[config.mk]
export PLATFORM = sky130hd
export DESIGN_NAME = sign_extd8
export DESIGN_NICKNAME = d
export VERILOG_FILES = /design/src/rtl/sign_extd8.sv
export SDC_FILE = /design/constraint.sdc
export NUM_CORES = 1
export LEC_CHECK = 0
export ABC_CLOCK_PERIOD_IN_PS = 1670
export BUFFER_PORTS_ARGS = -buffer_cell sky130_fd_sc_hd__buf_2
export CAP_MARGIN = 20
export CORE_UTILIZATION = 45
export CTS_CLUSTER_SIZE = 16
export DETAILED_ROUTE_END_ITERATION = 8
export PLACE_DENSITY = 0.76
export SYNTH_ARGS = -nofsm -noshare
export SYNTH_HDL_FRONTEND = slang
export SYNTH_SLANG_ARGS = --single-unit
[constraint.sdc]
create_clock -name clk -period 1.67 [get_ports clk]
set_clock_uncertainty 0.05 [all_clocks]
set_input_delay 0.334 -clock clk [delete_from_list [all_inputs] [get_ports clk]]
set_output_delay 0.334 -clock clk [all_outputs]
set_load 0.02 [all_outputs]
[src/rtl/sign_extd8.sv]
//------------------------------------------------------------------------------
// Module   : sign_extd8
// Purpose  : Sign/zero extender with a combinational result and a registered
//            valid/ready output stage backed by a one-entry skid buffer.
// Revision : 1.0
//------------------------------------------------------------------------------
`default_nettype none

module sign_extd8 #(
  parameter int IN_W  = 4,
  parameter int OUT_W = 8
) (
  input  logic             clk,
  input  logic             rst_n,
  input  logic [IN_W-1:0]  data_in,
  input  logic             zext,
  output logic [OUT_W-1:0] comb_out,
  input  logic             in_valid,
  output logic             in_ready,
  output logic             out_valid,
  input  logic             out_ready,
  output logic [OUT_W-1:0] data_out
);

  localparam int c_padW = OUT_W - IN_W;

  if (IN_W < 1 || OUT_W <= IN_W) begin : g_paramCheck
    $error("sign_extd8: requires IN_W >= 1 and OUT_W > IN_W");
  end

  logic [OUT_W-1:0] w_ext;
  logic             w_inXfer;
  logic             w_outXfer;

  logic [OUT_W-1:0] r_mainData;
  logic             r_mainValid;
  logic [OUT_W-1:0] r_skidData;
  logic             r_skidFull;

  always_comb begin
    w_ext = zext ? {{c_padW{1'b0}}, data_in}
                 : {{c_padW{data_in[IN_W-1]}}, data_in};
  end

  assign comb_out  = w_ext;
  assign in_ready  = ~r_skidFull;
  assign out_valid = r_mainValid;
  assign data_out  = r_mainData;

  assign w_inXfer  = in_valid & ~r_skidFull;
  assign w_outXfer = r_mainValid & out_ready;

  // The skid never accepts while full, so a skid-to-main refill and a new
  // capture cannot collide; data regs load only on a real transfer so X on an
  // idle data_in never reaches storage.
  always_ff @(posedge clk or negedge rst_n) begin
    if (!rst_n) begin
      r_mainData  <= '0;
      r_mainValid <= 1'b0;
      r_skidData  <= '0;
      r_skidFull  <= 1'b0;
    end else if (w_outXfer && r_skidFull) begin
      r_mainData  <= r_skidData;
      r_mainValid <= 1'b1;
      r_skidFull  <= 1'b0;
    end else if (w_inXfer) begin
      if (!r_mainValid || w_outXfer) begin
        r_mainData  <= w_ext;
        r_mainValid <= 1'b1;
      end else begin
        r_skidData  <= w_ext;
        r_skidFull  <= 1'b1;
      end
    end else if (w_outXfer) begin
      r_mainValid <= 1'b0;
    end
  end

endmodule

`default_nettype wire

* After elaboration in Yosys (flattened, before gate mapping)
Cells that the tools add are included.
** Operators by class
- Equal/unequal tests :: 2
- Muxes and demuxes :: 11
- Bitwise operators :: 5
- Reductions and logical operators :: 10
** Operator list (count)
- $mux 8 :: 4
- $mux 1 :: 7
- $reduce_and 2->1 :: 3
- $reduce_bool 2->1 :: 2
- $ne 3x1->1 const B :: 1
- $not 1->1 :: 3
- $reduce_and 3->1 :: 1
- $reduce_bool 3->1 :: 1
- $and 1x1->1 :: 2
- $ne 2x2->1 const B :: 1
- $logic_and 1x1->1 :: 1
- $logic_not 1->1 :: 1
- $logic_or 1x1->1 :: 1
** Word-level totals
- Input bits :: 9
- Bits in registers :: 18
- Output and inout bits :: 18
- Logic and storage cells :: 32

* Longest topological paths before layout
- Word-level depth :: 5
- Gate-level depth with buffers :: 3
- Mapped depth without buffers :: 3

* Worst setup path before layout
No wires, ideal clock.
- Path type :: reg2reg
- From :: register r_mainValid, in the netlist out_valid
- To :: register r_mainData[0], in the netlist data_out[0]
- Stages on the path, launching flop included :: 4
- Library setup time :: 0.125 ns
- Required time :: 1.495 ns
- Buffers on the path :: 0
- Slack :: 0.206 ns
- Clock period less this slack :: 1.464 ns
- Arrival time :: 1.289 ns
- Cell sequence :: dfrtp_1 mux2i_1 a21oi_4 mux2_4
** On the way
- Longest elaborated chain between the ends :: 4
- Elaborated cells on any way between the ends :: 8
- Those cells by class :: mux: 1; bitwise: 1; reduce/logical: 6
** Ends and longest elaborated chain
- start, declared :: RTL line 36 : logic r_mainValid;
- start signal, assigned :: RTL line 59 : r_mainValid <= 1'b0;
- start signal, assigned :: RTL line 64 : r_mainValid <= 1'b1;
- start signal, assigned :: RTL line 69 : r_mainValid <= 1'b1;
- $and 1x1->1 / $logic_not 1->1 (equally long branches) :: RTL line 51, 67
- $logic_and 1x1->1 / $logic_or 1x1->1 (equally long branches) :: RTL line 62, 67
- $reduce_bool 2->1 (no source line)
- $reduce_and 2->1 (no source line)
- end signal, assigned :: RTL line 63 : r_mainData <= r_skidData;
- end signal, assigned :: RTL line 68 : r_mainData <= w_ext;
- end, declared :: RTL line 35 : logic [OUT_W-1:0] r_mainData;
Parallel ways exist; a longest one is shown, timed or not.
A chain may end at the register's enable or synchronous reset.

* Worst setup path in the final report
- From :: register r_mainValid, in the netlist out_valid
- To :: register r_skidData[6]
** On the way
- Longest elaborated chain between the ends :: 4
- Elaborated cells on any way between the ends :: 7
- Those cells by class :: bitwise: 3; reduce/logical: 4
** Ends and longest elaborated chain
- $and 1x1->1 / $logic_not 1->1 (equally long branches) :: RTL line 51, 67
- $logic_or 1x1->1 / $logic_and 1x1->1 (equally long branches) :: RTL line 67, 62
- $not 1->1 (no source line)
- $reduce_and 3->1 (no source line) *
- end signal, assigned :: RTL line 71 : r_skidData <= w_ext;
- end, declared :: RTL line 37 : logic [OUT_W-1:0] r_skidData;
Every way passes the cells marked *; elsewhere a longest branch is shown, timed or not.

==> impl_metrics.ini <==
[run_status]
status = completed

[drt]
num_vias = 430
drc_errors = 0
drt-total-wl_um = 1020
ant_nets = 0
viasPerCell = 5.06
drt-wirelength-per-cell_um = 12.0
first_pass_iters = 1
drt_iter0_drc = 0

[layout]
drive_gt1_share_pct = 68.6
antenna_cells = 0
design_area_um2 = 774
syn2layout_area_growth_pct = 18.4
final_nets = 80

[setup_path]
end_kind = flip-flop
critPathBufInv = 0
crit_family = flip-flops
slowest_delay_ns = 0.51
ff2ff_setup_slack_ns = 0.16
worst_path_max_delay_cell = dfrtp_1
r2r-end = r_skidData[6]$_DFFE_PN0P_
r2r_cells = 3
path_class = flip-flop to flip-flop
cp.arrival_ns = 1.61
cp_cell_sequence = nand2_1 -> nor3_4 -> mux2_2
critPathMaxFanout = 7
cp-start-kind = flip-flop
worstReg2RegStart = out_valid$_DFFE_PN0P_
crit_required_ns = 1.78

[die]
die_h_um = 40.1
die_w_um = 40.1
core_um2 = 1330
ios = 27
initial_core_util_pct = 49.1
rows = 13
die_area_um2 = 1610

[placement]
pre_cts_ws_ns = 0.180
portBuffers = 26
gp_congestion = 0.822
place_area_um2 = 728
hpwl_um = 782

[global_routing]
grt_pass1_wl_um = 1650
grt_pass1_vias = 387
grt_max_degree = 13
grt.total_usage_pct = 16.2
antenna_found_initial = 0
gr-total-overflow = 0

[timing]
slew_headroom_pct = 78.8
final-max-slew-violation-count = 0
tightestPinTransition_ns = 0.318
min_period_ns = 1.51
setup_ws_ns = 0.162
finalHoldViolCount = 0
hold_ws_ns = 0.268
fin_tns_setup_ns = 0
fmax_mhz = 663
setup_viol = 0
finalCritPeriodShare_pct = 90.3
rsz0062_at_grt = false

[clock_tree]
cts_inserted_buffers = 3
cts_root_buffer = clkbuf_4
path_clk_slew_ns = 0.08
clockBufferDepth = 2
clk_latency_ns = 0.27
cts.sink_count = 12
cts_tree = done
h-tree-depth = 1

[worst_hold_path]
hold_start = in_valid
hold_end = out_valid$_DFFE_PN0P_
min_path_type = primary input to flip-flop
hold_depth = 3

[logic_synthesis]
synth_cells = 49
syn-num-nets = 58
ys_ff_latch = 12
ys_warn_count = 0
syn_area_um2 = 654
synth.distinct_cells = 13
avgSynthCellArea_um2 = 13.4
synth-seq-area-share_pct = 45.9

[pwr]
swShare_pct = 37.9
p_sw_mw = 0.545
p_int_mw = 0.893
clkPwrFrac_pct = 16.0
peakVddDrop_mv = 0.794
combPwrFrac_pct = 45.6
pwr-share-seq_pct = 38.5
power.total_mw = 1.44
p_leak_nw = 0.399
power.density_nw_per_um2 = 1860

[run]
drv_cap = 0
-- how the worst max path moves through the flow --
stage                                from                        end  depth (start not counted)
detailed placement  out_valid$_DFFE_PN0P_  r_skidData[6]$_DFFE_PN0P_                          3
global route        out_valid$_DFFE_PN0P_  r_skidData[3]$_DFFE_PN0P_                          3
global placement    out_valid$_DFFE_PN0P_  r_skidData[6]$_DFFE_PN0P_                          3
floorplan           out_valid$_DFFE_PN0P_    data_out[0]$_DFFE_PN0P_                          3
CTS                 out_valid$_DFFE_PN0P_  r_skidData[6]$_DFFE_PN0P_                          3
finish              out_valid$_DFFE_PN0P_  r_skidData[6]$_DFFE_PN0P_                          3
-- layer usage --
layer,vias to the layer above,wire [um],global-route usage (%)
met2,19,510,27.0
met4,0,7,7.76
met5,-,0,0
li1,202,-,-
met1,207,442,18.7
met3,2,57,5.00
-- per-stage QoR --
step	util, %	instances
global placement	54.6	80
finish	58.1	85
floorplan	-	49
CTS	58.1	85
global route	58.1	85
detailed placement	54.6	80
-- synthesized netlist by cell type --
cell | count | share of area [%]
mux2_4 | 5 | 11
nor2b_1 | 1 | 0.96
mux2i_1 | 1 | 1.5
a22oi_1 | 1 | 1.1
nand3_2 | 1 | 1.5
nand2_1 | 1 | 0.57
buf_4 | 10 | 11
mux2_2 | 10 | 17
a21oi_4 | 1 | 2.5
nor3_4 | 1 | 2.5
dfrtp_1 | 12 | 46
inv_1 | 3 | 1.7
o21ai_0 | 2 | 1.5
-- power groups by stage --
stage,logic [mW],clock network [mW],registers [mW]
floorplan,0.450,0,0.630
global placement,0.654,0,0.555
detailed placement,0.663,0,0.558
CTS,0.665,0.241,0.555
global route,0.709,0.255,0.576
finish,0.655,0.230,0.553
-- state kept, by name, summed over array words and instances (netlist names) --
name,cells
data_out,5
out_valid,1
r_skidData,5
r_skidFull,1
-- placed cells by master (no fill, tap or decap), drive strengths merged, types with 2 or more instances in the layout --
cell type,count
inv,3
mux2,15
buf,26
dfrtp,12
o21ai,2
clkbuf,4
-- worst reg2reg max path: stages (launching register included) --
cell and delay (ns):
dfrtp_1 0.51, nand2_1 0.17, nor3_4 0.29, mux2_2 0.38
-- cells by family (layout without fill, tap and decap cells) --
group	Yosys count	count (layout)	synth area share (%)
multiplexers	16	16	30.2
buffers and inverters	13	34	13.2
flip-flops	12	12	45.9
AO/OA/AOI/OAI	4	4	5.16
AND/OR/NAND/NOR	4	4	5.55
-- layout make-up --
type                    count  area (um^2)
well taps                  15         18.8
flip-flops and latches     12          300
multi-input cells          24          268
repair buffers             27          140
inverters                   3         11.3
fillers                   123          559
clock buffers               4         36.3
-- timing repair --
| action | CTS | global route |
|---|---|---|
| hold buffers | 1 | 0 |
| endpoints found under the setup margin | 0 | 0 |
| buffers inserted | 0 | 0 |
| endpoints found under the hold margin | 12 | 0 |
| resized for setup | 0 | 0 |
(Power assumes the default switching activity.)
